`src/rtl/prach_reshape_xpose.sv`:
```
// PRACH reshape: frame-aligned LANES x G transpose with HUNT/LOCKED sync tracking and a bypass mode.
// Optional saturating sync-error counter on err_cnt when PRACH_RESHAPE_ERR_CNT_EN is defined.
module prach_reshape_xpose #(
  parameter int WIDTH = 16,
  parameter int LANES = 2,
  parameter int SIZE  = 8
) (
  input  logic                   clk,
  input  logic                   rst_n,
  input  logic [LANES*WIDTH-1:0] din,
  input  logic                   din_valid,
  input  logic                   sync_in,
  input  logic                   bypass,
  output logic [LANES*WIDTH-1:0] dout,
  output logic                   dout_valid,
  output logic [7:0]             dout_chn,
  output logic                   sync_out,
  output logic                   locked,
  output logic                   sync_err
`ifdef PRACH_RESHAPE_ERR_CNT_EN
  , output logic [15:0]          err_cnt
`endif
);

  localparam int G     = SIZE / LANES;
  localparam int LAT   = (LANES - 1) * G + 1;
  localparam int DEPTH = 2 * (LANES - 1) * G;
  localparam int SW    = $clog2(SIZE);
  localparam int KW    = $clog2(LANES);
  localparam int GW    = $clog2(G);
  localparam int FW    = $clog2(LAT + 1);

  typedef enum logic {HUNT = 1'b0, LOCKED = 1'b1} state_t;

  state_t           state_r;
  logic [SW-1:0]    cnt_r;
  logic [SW-1:0]    slot_s;
  logic [SW-1:0]    oslot_s;
  logic [FW-1:0]    fill_r;
  logic [FW-1:0]    fill_s;
  logic             byp_in_r;
  logic             byp_out_r;
  logic             byp_out_s;
  logic             acq_s;
  logic             mis_s;
  logic             lock_s;
  logic             vld_s;
  logic [KW-1:0]    ksel_s;
  logic [WIDTH-1:0] sr_r  [LANES][DEPTH];
  logic [WIDTH-1:0] tap_s [LANES][DEPTH+1];
  logic [LANES*WIDTH-1:0] xp_s;

  // Slot tracking, alignment decisions and output slot derivation for the current beat
  always_comb begin
    slot_s = sync_in ? '0 : cnt_r;
    acq_s  = din_valid && sync_in && (state_r == HUNT);
    mis_s  = din_valid && sync_in && (state_r == LOCKED) && (cnt_r != '0);
    lock_s = (state_r == LOCKED) || acq_s;
    if (acq_s || mis_s) begin
      fill_s = FW'(1);
    end else if (fill_r == FW'(LAT)) begin
      fill_s = fill_r;
    end else begin
      fill_s = fill_r + FW'(1);
    end
    // The output stream trails the input by (LANES-1)*G slots plus the output register.
    oslot_s   = slot_s - SW'((LANES - 1) * G);
    ksel_s    = KW'(oslot_s >> GW);
    byp_out_s = (oslot_s == '0) ? byp_in_r : byp_out_r;
    vld_s     = din_valid && lock_s && (fill_s == FW'(LAT));
  end

  // Tap d of lane k is the lane-k sample from d valid beats ago (tap 0 is din itself)
  always_comb begin
    for (int k = 0; k < LANES; k++) begin
      tap_s[k][0] = din[k*WIDTH +: WIDTH];
      for (int j = 1; j <= DEPTH; j++) begin
        tap_s[k][j] = sr_r[k][j-1];
      end
    end
  end

  // Output lane g takes source lane k from (k-g+LANES-1)*G beats back; bypass uses k == g
  always_comb begin
    xp_s = '0;
    for (int g = 0; g < LANES; g++) begin
      for (int k = 0; k < LANES; k++) begin
        xp_s[g*WIDTH +: WIDTH] =
          (byp_out_s ? (k == g) : (int'(ksel_s) == k)) ? tap_s[k][(k - g + LANES - 1) * G]
                                                       : xp_s[g*WIDTH +: WIDTH];
      end
    end
  end

  // Delay-line storage, advanced only on valid beats and intentionally left unreset
  always_ff @(posedge clk) begin
    if (din_valid) begin
      for (int k = 0; k < LANES; k++) begin
        for (int j = 0; j < DEPTH; j++) begin
          sr_r[k][j] <= tap_s[k][j];
        end
      end
    end
  end

  // Alignment FSM, counters, bypass latches and registered outputs
  always_ff @(posedge clk or negedge rst_n) begin
    if (!rst_n) begin
      state_r    <= HUNT;
      cnt_r      <= '0;
      fill_r     <= '0;
      byp_in_r   <= 1'b0;
      byp_out_r  <= 1'b0;
      dout       <= '0;
      dout_valid <= 1'b0;
      dout_chn   <= 8'd0;
      sync_out   <= 1'b0;
      locked     <= 1'b0;
      sync_err   <= 1'b0;
    end else if (din_valid) begin
      state_r    <= lock_s ? LOCKED : HUNT;
      locked     <= lock_s;
      cnt_r      <= slot_s + SW'(1);
      fill_r     <= fill_s;
      byp_in_r   <= (slot_s == '0) ? bypass : byp_in_r;
      byp_out_r  <= byp_out_s;
      sync_err   <= mis_s;
      dout_valid <= vld_s;
      sync_out   <= vld_s && (oslot_s == '0);
      if (vld_s) begin
        dout     <= xp_s;
        dout_chn <= 8'(oslot_s);
      end
    end else begin
      dout_valid <= 1'b0;
      sync_out   <= 1'b0;
      sync_err   <= 1'b0;
    end
  end

`ifdef PRACH_RESHAPE_ERR_CNT_EN
  // Saturating count of misaligned syncs
  always_ff @(posedge clk or negedge rst_n) begin
    if (!rst_n) begin
      err_cnt <= 16'h0000;
    end else if (mis_s && (err_cnt != 16'hFFFF)) begin
      err_cnt <= err_cnt + 16'h0001;
    end
  end
`endif

endmodule

```
`config.mk`:
```
export PLATFORM = sky130hd
export DESIGN_NAME = prach_reshape_xpose
export DESIGN_NICKNAME = d
export VERILOG_FILES = /design/src/rtl/prach_reshape_xpose.sv
export SDC_FILE = /design/constraint.sdc
export NUM_CORES = 1
export LEC_CHECK = 0
export BUFFER_PORTS_ARGS = -buffer_cell sky130_fd_sc_hd__buf_2
export CAP_MARGIN = 20
export CORE_ASPECT_RATIO = 0.75
export CORE_MARGIN = 1
export CORE_UTILIZATION = 58
export DETAILED_ROUTE_END_ITERATION = 7
export PLACE_DENSITY = 0.78
export SKIP_CTS_REPAIR_TIMING = 1
export SLEW_MARGIN = 20
export SYNTH_ARGS = -nofsm -noshare
export SYNTH_HDL_FRONTEND = slang
export SYNTH_SLANG_ARGS = --single-unit
export TNS_END_PERCENT = 30
```
`constraint.sdc`:
```
create_clock -name clk -period 2.9 [get_ports clk]
set_input_delay 0.29 -clock clk [delete_from_list [all_inputs] [get_ports clk]]
set_output_delay 0.29 -clock clk [all_outputs]
set_load 0.02 [all_outputs]
```
==> implementation parameters, run 1 <==
Parameter                              Value

Synthesis
  Post-synth top flop    edfxtp_1
  Number of flops mapped to enable cells by yosys    192
  Synthesized netlist cell count    365
  Share of synthesized flip-flops with an asynchronous set or reset    19.7%
  Number of storage elements in the synthesis netlist    239
  Post-synth design cell area    0.00814 mm^2
  Warnings from Yosys    0
  Sequential area share after synthesis    85.3%
  Number of distinct library cell variants in the gate-level netlist after synthesis    32
  Mean instance size in the synthesized netlist    22.3 um^2

Worst hold path
  Min-delay worst type    input pin to flip-flop
  Beginning of the worst hold path    din[13]
  Depth of the worst hold-timing path    1
  Terminating pin of the worst hold path    sr_r[0][125]

Detailed routing
  Detailed Routing Iterations Pass 1    8
  DRC violations left    7
  Iteration-0 DRC count of the detailed router    231
  DR vias    3610
  Final routed wire length divided by cell count    17.7 um
  Total wire length after detailed routing    12.1 mm
  Routed Antenna Nets    0
  Vias per std cell    between 5 and 6

Power and ir drop
  IR drop worst, VDD    0.438 mV
  Sequential power share    50.8%
  Clk pwr share    approximately a third
  Design internal power    between 0.006 and 0.007 W
  Switching power    0.00214 W
  Leakage component of the power    about 3.8 nW
  Relative contribution of combinational cells to total power    15.8%
  Total power per unit cell area    890 mW/mm^2
  Net switching share of the total power    24.6%

Worst setup path
  Arrival time of the worst setup path    2.74 ns
  Reg-to-reg slack, setup    0.53 ns
  Count of cells along the worst register-to-register path    8
  Worst reg2reg path endpoint    dout[31]
  Sort of element at the start of the critical path    flip-flop
  Worst-path cell with the longest stage delay    dfrtp_1
  Launch instance of the worst register-to-register path    cnt_r[0]
  Worst setup EP type    flip-flop
  Crit-path max FO    16
  Largest stage delay on the critical path    0.41 ns
  Critical path type    flip-flop to flip-flop
  Top delay family on crit path    multiplexers
  Cell repeated most along the worst path    mux2_2
  Cell Chain, Critical Path    nor2b_1, inv_1, ha_1, mux2i_1, nand2_1, buf_4, mux2_2, mux2_2
  Critical path required time    3.27 ns
  Critical path startpoint    cnt_r[0]
  Total buffers and inverters traversed by the critical path    2

Global route
  GRT Util Overall    16.9%
  Largest net degree at the start of global routing    145
  Global-route wire length before repair    18.6 mm
  Remaining Overflow, GRT    0
  Via count of the first global-routing pass    3454
  Number of antenna violations at the first check in global routing    0

Floorplanning
  Number of placement rows    37
  Area of the die    about 0.015 mm^2
  Initial standard-cell utilization of the core    59.4%
  Die Width    approximately 140 um
  Die height    105 um
  Area of the core    0.0137 mm^2
  Number of top-level design ports    81

Cells and area
  Most frequent standard cell in the layout excluding fill and tap cells    edfxtp_1
  Core Util, Final    71.3%
  Share of final-layout standard cells stronger than drive strength 1    37.4%
  Area of all placed cells without fillers    0.00977 mm^2
  Area used by multi-input combinational logic    0.00111 mm^2
  Fillcell total    a little under 800
  Register area    0.00694 mm^2
  # diodes    0
  Highest-count cells in the layout ignoring fill and taps    edfxtp_1, buf_2, mux2_2
  Count of nets after finishing    534
  Area growth, synth to finish    20.0%

Timing
  Final worst path period need    2.37 ns
  Setup repair after global routing missed its margin    false
  Final setup violation count    0
  Relative slew slack    45.2%
  Post-route clock skew    0.0100 ns
  F_max    around 420 MHz
  Final critical-path share of the clock period    81.9%
  Worst-Margin Slew    0.822 ns
  Endpoints failing hold    0
  Slew Viols, Final    0
  Setup total negative slack    0 ns

Placed design
  Gpl congestion    0.704
  Number of buffer cells added on primary ports    75
  Total half-perimeter wirelength after legalization and detailed placement    about 6.7 mm
  Instance area after placement    around 0.009 mm^2

Clock tree
  Number of buffers created by CTS    22
  H-tree level count    1
  TritonCTS clock tree    yes
  Clock latency on the worst-skew pair    0.48 ns
  Max clock buf depth    3
  Clock transition at the registers of the reported paths    0.06 ns
  Cell chosen for the clock root    clkbuf_16
  Clk sink count    239

Run
  Max-capacitance violation count    0

Run status
  Status    complete, but fails checks
  Violations in the final reports    DRC
state kept, by name (all words and copies together), names as in the netlist:
| name | flops |
|---|---|
| sync_err | 1 |
| dout_valid | 1 |
| locked | 1 |
| dout_chn | 3 |
| sr_r | 192 |
| byp_in_r | 1 |
| fill_r | 3 |
| byp_out_r | 1 |
| dout | 32 |
| cnt_r | 3 |
| sync_out | 1 |
cell usage after synthesis (all sizes together) (2+ instances only):
cell	n	area share, %
nand2	4	0.18
nand3b	2	0.18
inv	4	0.18
a21oi	3	0.18
dfrtp	47	14
nor2	4	0.22
edfxtp	192	71
o21ai	2	0.12
mux2i	2	0.25
mux2	71	9.8
buf	10	1.0
nand3	4	0.25
ha	4	0.61
power by group through the flow:
stage	Combinational [W]	Sequential [W]	Clock (W)
after detailed placement	0.00135	0.00448	0
after global routing	0.00148	0.00447	0.00309
after global placement	0.00128	0.00444	0
after CTS	0.00136	0.00442	0.00296
after floorplan	0.000554	0.00473	0
final	0.00138	0.00442	0.00291
metrics by stage:
| stage | cells | power [W] | hold WS (ns) | setup WS, ns |
|---|---|---|---|---|
| 6_report | 683 | 0.00870 | 0.0139 | 0.525 |
| 3_3_place_gp | 615 | 0.00572 | 0.400 | 0.736 |
| 3_5_place_dp | 615 | 0.00583 | 0.405 | 0.595 |
| 2_1_floorplan | 369 | 0.00528 | -0.00559 | 0.734 |
| 5_1_grt | 683 | 0.00904 | -0.00424 | 0.393 |
| 4_1_cts | 654 | 0.00874 | -0.0891 | 0.533 |
area by class of cell:
cell class / instances / share of cell area, %
clock buffer: 31 / 6.40
clock inverter: 8 / 1.18
inverter: 4 / 0.154
multi-input combinational: 115 / 11.4
sequential: 239 / 71.0
tap: 175 / 2.24
timing repair buffer: 111 / 7.57
worst max-delay path by stage:
stage                           to  slack [ns]  cells past startpoint
after floorplan           dout[19]        0.73                      8
after global placement    dout[25]        0.74                      9
after detailed placement  dout[31]        0.59                      8
after CTS                 dout[31]        0.53                      8
after global routing      dout[31]        0.39                      8
final                     dout[31]        0.53                      8
worst register-to-register path: stages (launching register included):
cell,delay (ns)
dfrtp_1,0.41
nor2b_1,0.33
inv_1,0.09
ha_1,0.26
mux2i_1,0.14
nand2_1,0.09
buf_4,0.28
mux2_2,0.40
mux2_2,0.27
cell families after synthesis:
group           Yosys count  synth area share, %
compound gates           11                0.938
fa+ha+maj                 4                0.615
buf+inv                  15                 1.23
flops                   239                 85.3
mux                      73                 10.1
other cells               1               0.0461
simple gates             22                 1.84
per-layer routing:
layer  part of all wire, %  track usage [%]
met5                     0                0
met1                    43             23.0
met3                   5.8             4.17
met4                   2.0             5.24
met2                    49             27.3
(Power assumes the default switching activity.)
==> run 2: changes to the inputs <==
clock period = 2.33 ns   (was 2.9 ns; I/O delays follow)
==> run 2 against run 1 <==
  * The flow still finishes with violations (DRC)
  * Count of clock-buffer cells in the layout did not move
  * Sequential cell count did not move
  * Register-to-register slack got worse by 0.40 ns
  * Worst setup slack got worse by 0.40 ns
  * Combinational power rose by 26%
  * Clock skew fell by 0.0013 ns
  * Critical path type unchanged
  * Largest cell class unchanged
  * Highest routed layer unchanged
==> implementation parameters, run 2 (same netlist as run 1, synthesis figures left out) <==
Parameter                              Value

Timing
  Setup repair after global routing missed its margin    false
  Post-route clock skew    0.00874 ns (-0.00130 ns)
  Final worst path period need    2.21 ns (-0.165 ns)
  Worst hold margin    0.0457 ns (+0.0318 ns)
  Endpoints failing hold    0 (unchanged)
  Final critical-path share of the clock period    94.8% (+13 points)
  Relative slew slack    56.2% (+11 points)
  Final setup violation count    0 (unchanged)
  Worst-Margin Slew    0.657 ns (-0.165 ns)
  Worst Slack Setup Final    0.121 ns (-0.405 ns)
  Setup total negative slack    0 ns (unchanged)
  Slew Viols, Final    0 (unchanged)
  F_max    453 MHz (+7.5%)

Worst hold path
  Beginning of the worst hold path    sync_in
  Min-delay worst type    input pin to flip-flop

Floorplanning
  Die height    105 um (unchanged)
  Number of placement rows    37 (unchanged)
  Die Width    139 um (unchanged)
  Area of the die    0.0145 mm^2 (unchanged)
  Number of top-level design ports    81 (unchanged)
  Area of the core    0.0137 mm^2 (unchanged)
  Initial standard-cell utilization of the core    59.4% (unchanged)

Cells and area
  Share of final-layout standard cells stronger than drive strength 1    37.8% (+0.39 points)
  Highest-count cells in the layout ignoring fill and taps    edfxtp_1, buf_2, mux2_2
  Flip-flop count of the largest register, all copies and words added    192 (unchanged)
  Most frequent standard cell in the layout excluding fill and tap cells    edfxtp_1
  Largest registers    sr_r x192, dout x32
  Fillcell total    801 (+0.88%)
  Count of nets after finishing    541 (+1.3%)
  Area growth, synth to finish    20.5%
  Area of all placed cells without fillers    0.00981 mm^2 (+0.44%)
  # diodes    0 (unchanged)
  Top register by number of flip-flops    sr_r

Detailed routing
  DRC violations left    7 (unchanged)
  Vias per std cell    5.23 (-1.0%)
  Total wire length after detailed routing    12.2 mm (+0.63%)
  Detailed Routing Iterations Pass 1    6 (-2)
  Routed Antenna Nets    0 (unchanged)
  DR vias    3615 (+0.14%)
  Iteration-0 DRC count of the detailed router    227 (-1.7%)
  Final routed wire length divided by cell count    17.6 um (-0.54%)

Global route
  Number of antenna violations at the first check in global routing    0 (unchanged)
  Remaining Overflow, GRT    0 (unchanged)
  Routing usage on met2    27.8% (+0.58 points)
  Busiest grt layer    met2
  Global-route wire length before repair    18.5 mm (-0.70%)
  GRT Util Overall    16.6% (-0.23 points)
  Via count of the first global-routing pass    3583 (+3.7%)
  M3 GR Usage    4.49% (+0.32 points)
  Grt met1 use    21.4% (-1.6 points)
  Largest net degree at the start of global routing    129 (-11%)

Worst setup path
  Critical path required time    2.70 ns (-0.57 ns)
  Critical path startpoint    cnt_r[0]
  Sort of element at the start of the critical path    flip-flop
  Worst setup EP type    flip-flop
  Critical Path End    dout[22]
  Worst reg2reg path endpoint    dout[22]
  Launch instance of the worst register-to-register path    cnt_r[0]
  Reg-to-reg slack, setup    0.12 ns (-0.40 ns)
  Critical path type    flip-flop to flip-flop
  Count of cells along the worst register-to-register path    8 (unchanged)
  Arrival time of the worst setup path    2.57 ns (-0.17 ns)
  Crit-path max FO    16 (unchanged)

Power and ir drop
  Leakage component of the power    3.81 nW (+0.83%)
  Total power per unit cell area    1090 mW/mm^2 (+22%)
  IR drop worst, VDD    0.535 mV (+22%)

Placed design
  Gpl congestion    0.713 (+1.3%)
  Setup slack after placement    0.0856 ns (-0.509 ns)
  Instance area after placement    0.00877 mm^2 (+0.32%)
  Total half-perimeter wirelength after legalization and detailed placement    7.11 mm (+6.0%)
  Number of buffer cells added on primary ports    75 (unchanged)

Clock tree
  Number of buffers created by CTS    22 (unchanged)
  Clock latency on the worst-skew pair    0.49 ns (about the same)
  Cell chosen for the clock root    clkbuf_16
  TritonCTS clock tree    yes
  Max clock buf depth    3 (unchanged)
  H-tree level count    1 (unchanged)
  Clock transition at the registers of the reported paths    0.06 ns (about the same)
  Clk sink count    239 (unchanged)

Run status
  Violations in the final reports    DRC
  Status    complete, but fails checks

Run
  Max-capacitance violation count    0 (unchanged)
## run 2: critical path, stage by stage (launching register included)
cell and delay (ns):
dfrtp_1 0.41, nor2b_2 0.24, inv_1 0.07, ha_1 0.26
mux2i_1 0.14, nand2_1 0.13, buf_12 0.18, mux2_2 0.35
mux2_2 0.29
## run 2: how the worst min path moves through the flow
stage | endpoint | slack (ns) | cells after the start
2_1_floorplan | byp_in_r | -0.06 | 0
3_3_place_gp | locked | 0.24 | 1
3_5_place_dp | sync_err | 0.24 | 1
4_1_cts | sync_err | -0.28 | 1
5_1_grt | sync_err | 0.04 | 3
6_report | sync_err | 0.05 | 3
## run 2: power by group
part	switching [W]	leakage [nW]	total [W]	internal (W)
logic	0.000975	0.987	0.00174	0.000762
registers	0.000292	2.48	0.00551	0.00522
clock network	0.00142	0.352	0.00344	0.00201
total	0.00269	3.81	0.0107	0.00799
## run 2: layer usage
metal  share of wire, %  wire, um  vias to the layer above
li1                   -         -                     1672
met1                 43      5200                     1808
met2                 49      5930                      110
met3                6.0       726                       25
met4                2.4       291                        0
met5                  0         0                        -
## run 2: stage by stage
stage                     util (%)  power [W]  cells
after global placement        64.0    0.00713    617
after detailed placement      64.0    0.00727    617
after global routing          71.6     0.0111    691
after floorplan                  -    0.00657    369
after CTS                     69.1     0.0107    657
final                         71.6     0.0107    691
## run 2: final cells by class
type,instances,area (um^2),area share (%)
sequential,239,6940,70.7
tap,175,219,2.23
clock buffer,31,636,6.48
timing repair buffer,118,817,8.33
inverter,4,15.0,0.153
multi-input combinational,115,1120,11.4
clock inverter,9,67.6,0.689
==> run 3: changes to the inputs <==
CORE_ASPECT_RATIO = unset   (was 0.75)
==> run 3 against run 2 <==
  * The flow now finishes without violations
  * Via count is 2.9% lower
  * Sequential cell count stayed put
  * Largest power group unchanged
  * Total power is 0.56% higher
  * Critical path depth stayed put
  * Highest routed layer unchanged
  * Largest cell class unchanged
==> implementation parameters, run 3 (same netlist as run 1, synthesis figures left out) <==
Parameter                              Value

Run status
  Status    complete, no violations

Detailed routing
  Detailed Routing Iterations Pass 1    4 (-2)
  Total wire length after detailed routing    11.7 mm (-3.7%)
  DRC violations left    0 (-7)
  Routed Antenna Nets    0 (unchanged)
  Vias per std cell    5.09 (-2.8%)
  Final routed wire length divided by cell count    17.0 um (-3.6%)
  Iteration-0 DRC count of the detailed router    274 (+21%)
  DR vias    3510 (-2.9%)

Clock tree
  Clk sink count    239 (unchanged)
  Max clock buf depth    3 (unchanged)
  Number of buffers created by CTS    23 (+4.5%)
  Cell chosen for the clock root    clkbuf_16
  Clock transition at the registers of the reported paths    0.06 ns (about the same)
  H-tree level count    1 (unchanged)
  Clock latency on the worst-skew pair    0.48 ns (about the same)
  TritonCTS clock tree    yes

Floorplanning
  Number of top-level design ports    81 (unchanged)
  Die height    120 um (+15%)
  Initial standard-cell utilization of the core    60.5% (+1.1 points)
  Number of placement rows    42 (+14%)
  Area of the core    0.0135 mm^2 (-1.8%)
  Area of the die    0.0145 mm^2 (about the same)
  Die Width    120 um (-13%)

Cells and area
  Area growth, synth to finish    20.9%
  # diodes    0 (unchanged)
  Top register by number of flip-flops    sr_r
  Largest registers    sr_r x192, dout x32
  Share of final-layout standard cells stronger than drive strength 1    36.8% (-1.0 points)
  Flip-flop count of the largest register, all copies and words added    192 (unchanged)
  Count of nets after finishing    539 (-0.37%)
  Area of all placed cells without fillers    0.00984 mm^2 (+0.28%)
  Highest-count cells in the layout ignoring fill and taps    edfxtp_1, buf_2, mux2_2
  Most frequent standard cell in the layout excluding fill and tap cells    edfxtp_1

Placed design
  Total half-perimeter wirelength after legalization and detailed placement    6.50 mm (-8.6%)
  Instance area after placement    0.00877 mm^2 (about the same)
  Gpl congestion    0.752 (+5.5%)
  Number of buffer cells added on primary ports    75 (unchanged)

Worst hold path
  Depth of the worst hold-timing path    3 (unchanged)
  Min-delay worst type    input pin to flip-flop

Worst setup path
  Worst setup EP type    flip-flop
  Top delay family on crit path    multiplexers
  Cell repeated most along the worst path    mux2_2
  Arrival time of the worst setup path    2.55 ns (-0.02 ns)
  Total buffers and inverters traversed by the critical path    2 (unchanged)
  Crit path depth    8 (unchanged)
  Worst-path cell with the longest stage delay    dfrtp_1
  Critical path required time    2.69 ns (about the same)
  Critical path type    flip-flop to flip-flop
  Crit-path max FO    16 (unchanged)
  Sort of element at the start of the critical path    flip-flop
  Count of cells along the worst register-to-register path    8 (unchanged)
  Cell Chain, Critical Path    nor2b_2, inv_1, ha_1, mux2i_1, nand2_1, buf_12, mux2_2, mux2_2
  Largest stage delay on the critical path    0.40 ns (about the same)

Power and ir drop
  Leakage component of the power    3.81 nW (about the same)
  IR drop worst, VDD    0.543 mV (+1.4%)
  Total power per unit cell area    1090 mW/mm^2 (+0.28%)

Global route
  Largest net degree at the start of global routing    171 (+33%)
  GRT Util Overall    16.4% (-0.22 points)
  Remaining Overflow, GRT    0 (unchanged)
  Via count of the first global-routing pass    3523 (-1.7%)
  Number of antenna violations at the first check in global routing    0 (unchanged)
  Global-route wire length before repair    17.9 mm (-3.0%)

Timing
  Worst-Margin Slew    0.904 ns (+0.248 ns)
  Final worst path period need    2.19 ns (-0.0173 ns)
  Final critical-path share of the clock period    94.1% (-0.74 points)
  Endpoints failing hold    0 (unchanged)
  Setup total negative slack    0 ns (unchanged)
  Relative slew slack    39.7% (-17 points)
  F_max    456 MHz (+0.79%)
  Final setup violation count    0 (unchanged)
  Post-route clock skew    0.0136 ns (+0.00483 ns)
  Setup repair after global routing missed its margin    false
  Slew Viols, Final    0 (unchanged)

Run
  Max-capacitance violation count    0 (unchanged)
[run 3: path summary, 6_finish.rpt]
kind                               from           to  slack [ns]
max                            cnt_r[0]     dout[19]        0.14
min                           din_valid     sync_err        0.04
max reg2reg                    cnt_r[0]     dout[19]        0.14
min reg2reg                sr_r[0][115]  sr_r[0][99]        0.42
max in group asynchronous         rst_n     dout[20]        1.45
min in group asynchronous         rst_n    fill_r[1]        0.41
[run 3: worst reg2reg max path: stages (launching register included)]
cell     delay (ns)
dfrtp_1        0.40
nor2b_2        0.25
inv_1          0.07
ha_1           0.26
mux2i_1        0.15
nand2_1        0.12
buf_12         0.17
mux2_2         0.36
mux2_2         0.27
[run 3: per-stage QoR]
| step | setup slack, ns | instances | hold WS [ns] | total power [W] | utilization [%] |
|---|---|---|---|---|---|
| 2_1_floorplan | 0.164 | 369 | -0.0626 | 0.00657 | - |
| 3_3_place_gp | 0.249 | 615 | 0.391 | 0.00714 | 65.2 |
| 3_5_place_dp | 0.0888 | 615 | 0.404 | 0.00726 | 65.2 |
| 4_1_cts | 0.0450 | 656 | -0.117 | 0.0108 | 70.6 |
| 5_1_grt | 0.0821 | 690 | 0.0336 | 0.0112 | 73.1 |
| 6_report | 0.138 | 690 | 0.0434 | 0.0107 | 73.1 |
[run 3: layout make-up]
class                   count  area [um^2]
flip-flops and latches    239         6940
fillers                   801         3610
multi-input cells         115         1120
repair buffers            115          820
clock buffers              27          591
well taps                 176          220
clock inverters            14          136
inverters                   4         15.0
[run 3: layer usage]
| layer | vias to the layer above | track usage, % | share of wire (%) | wire [um] |
|---|---|---|---|---|
| met5 | - | 0 | 0 | 0 |
| met4 | 0 | 5.48 | 2.0 | 233 |
| met3 | 16 | 4.10 | 4.6 | 536 |
| met2 | 92 | 28.2 | 52 | 6040 |
| met1 | 1733 | 20.5 | 42 | 4890 |
| li1 | 1669 | - | - | - |
[run 3: where the power goes]
group,switching [W],internal (W)
sequential,0.000274,0.00522
combinational,0.000939,0.000771
clock,0.00140,0.00213
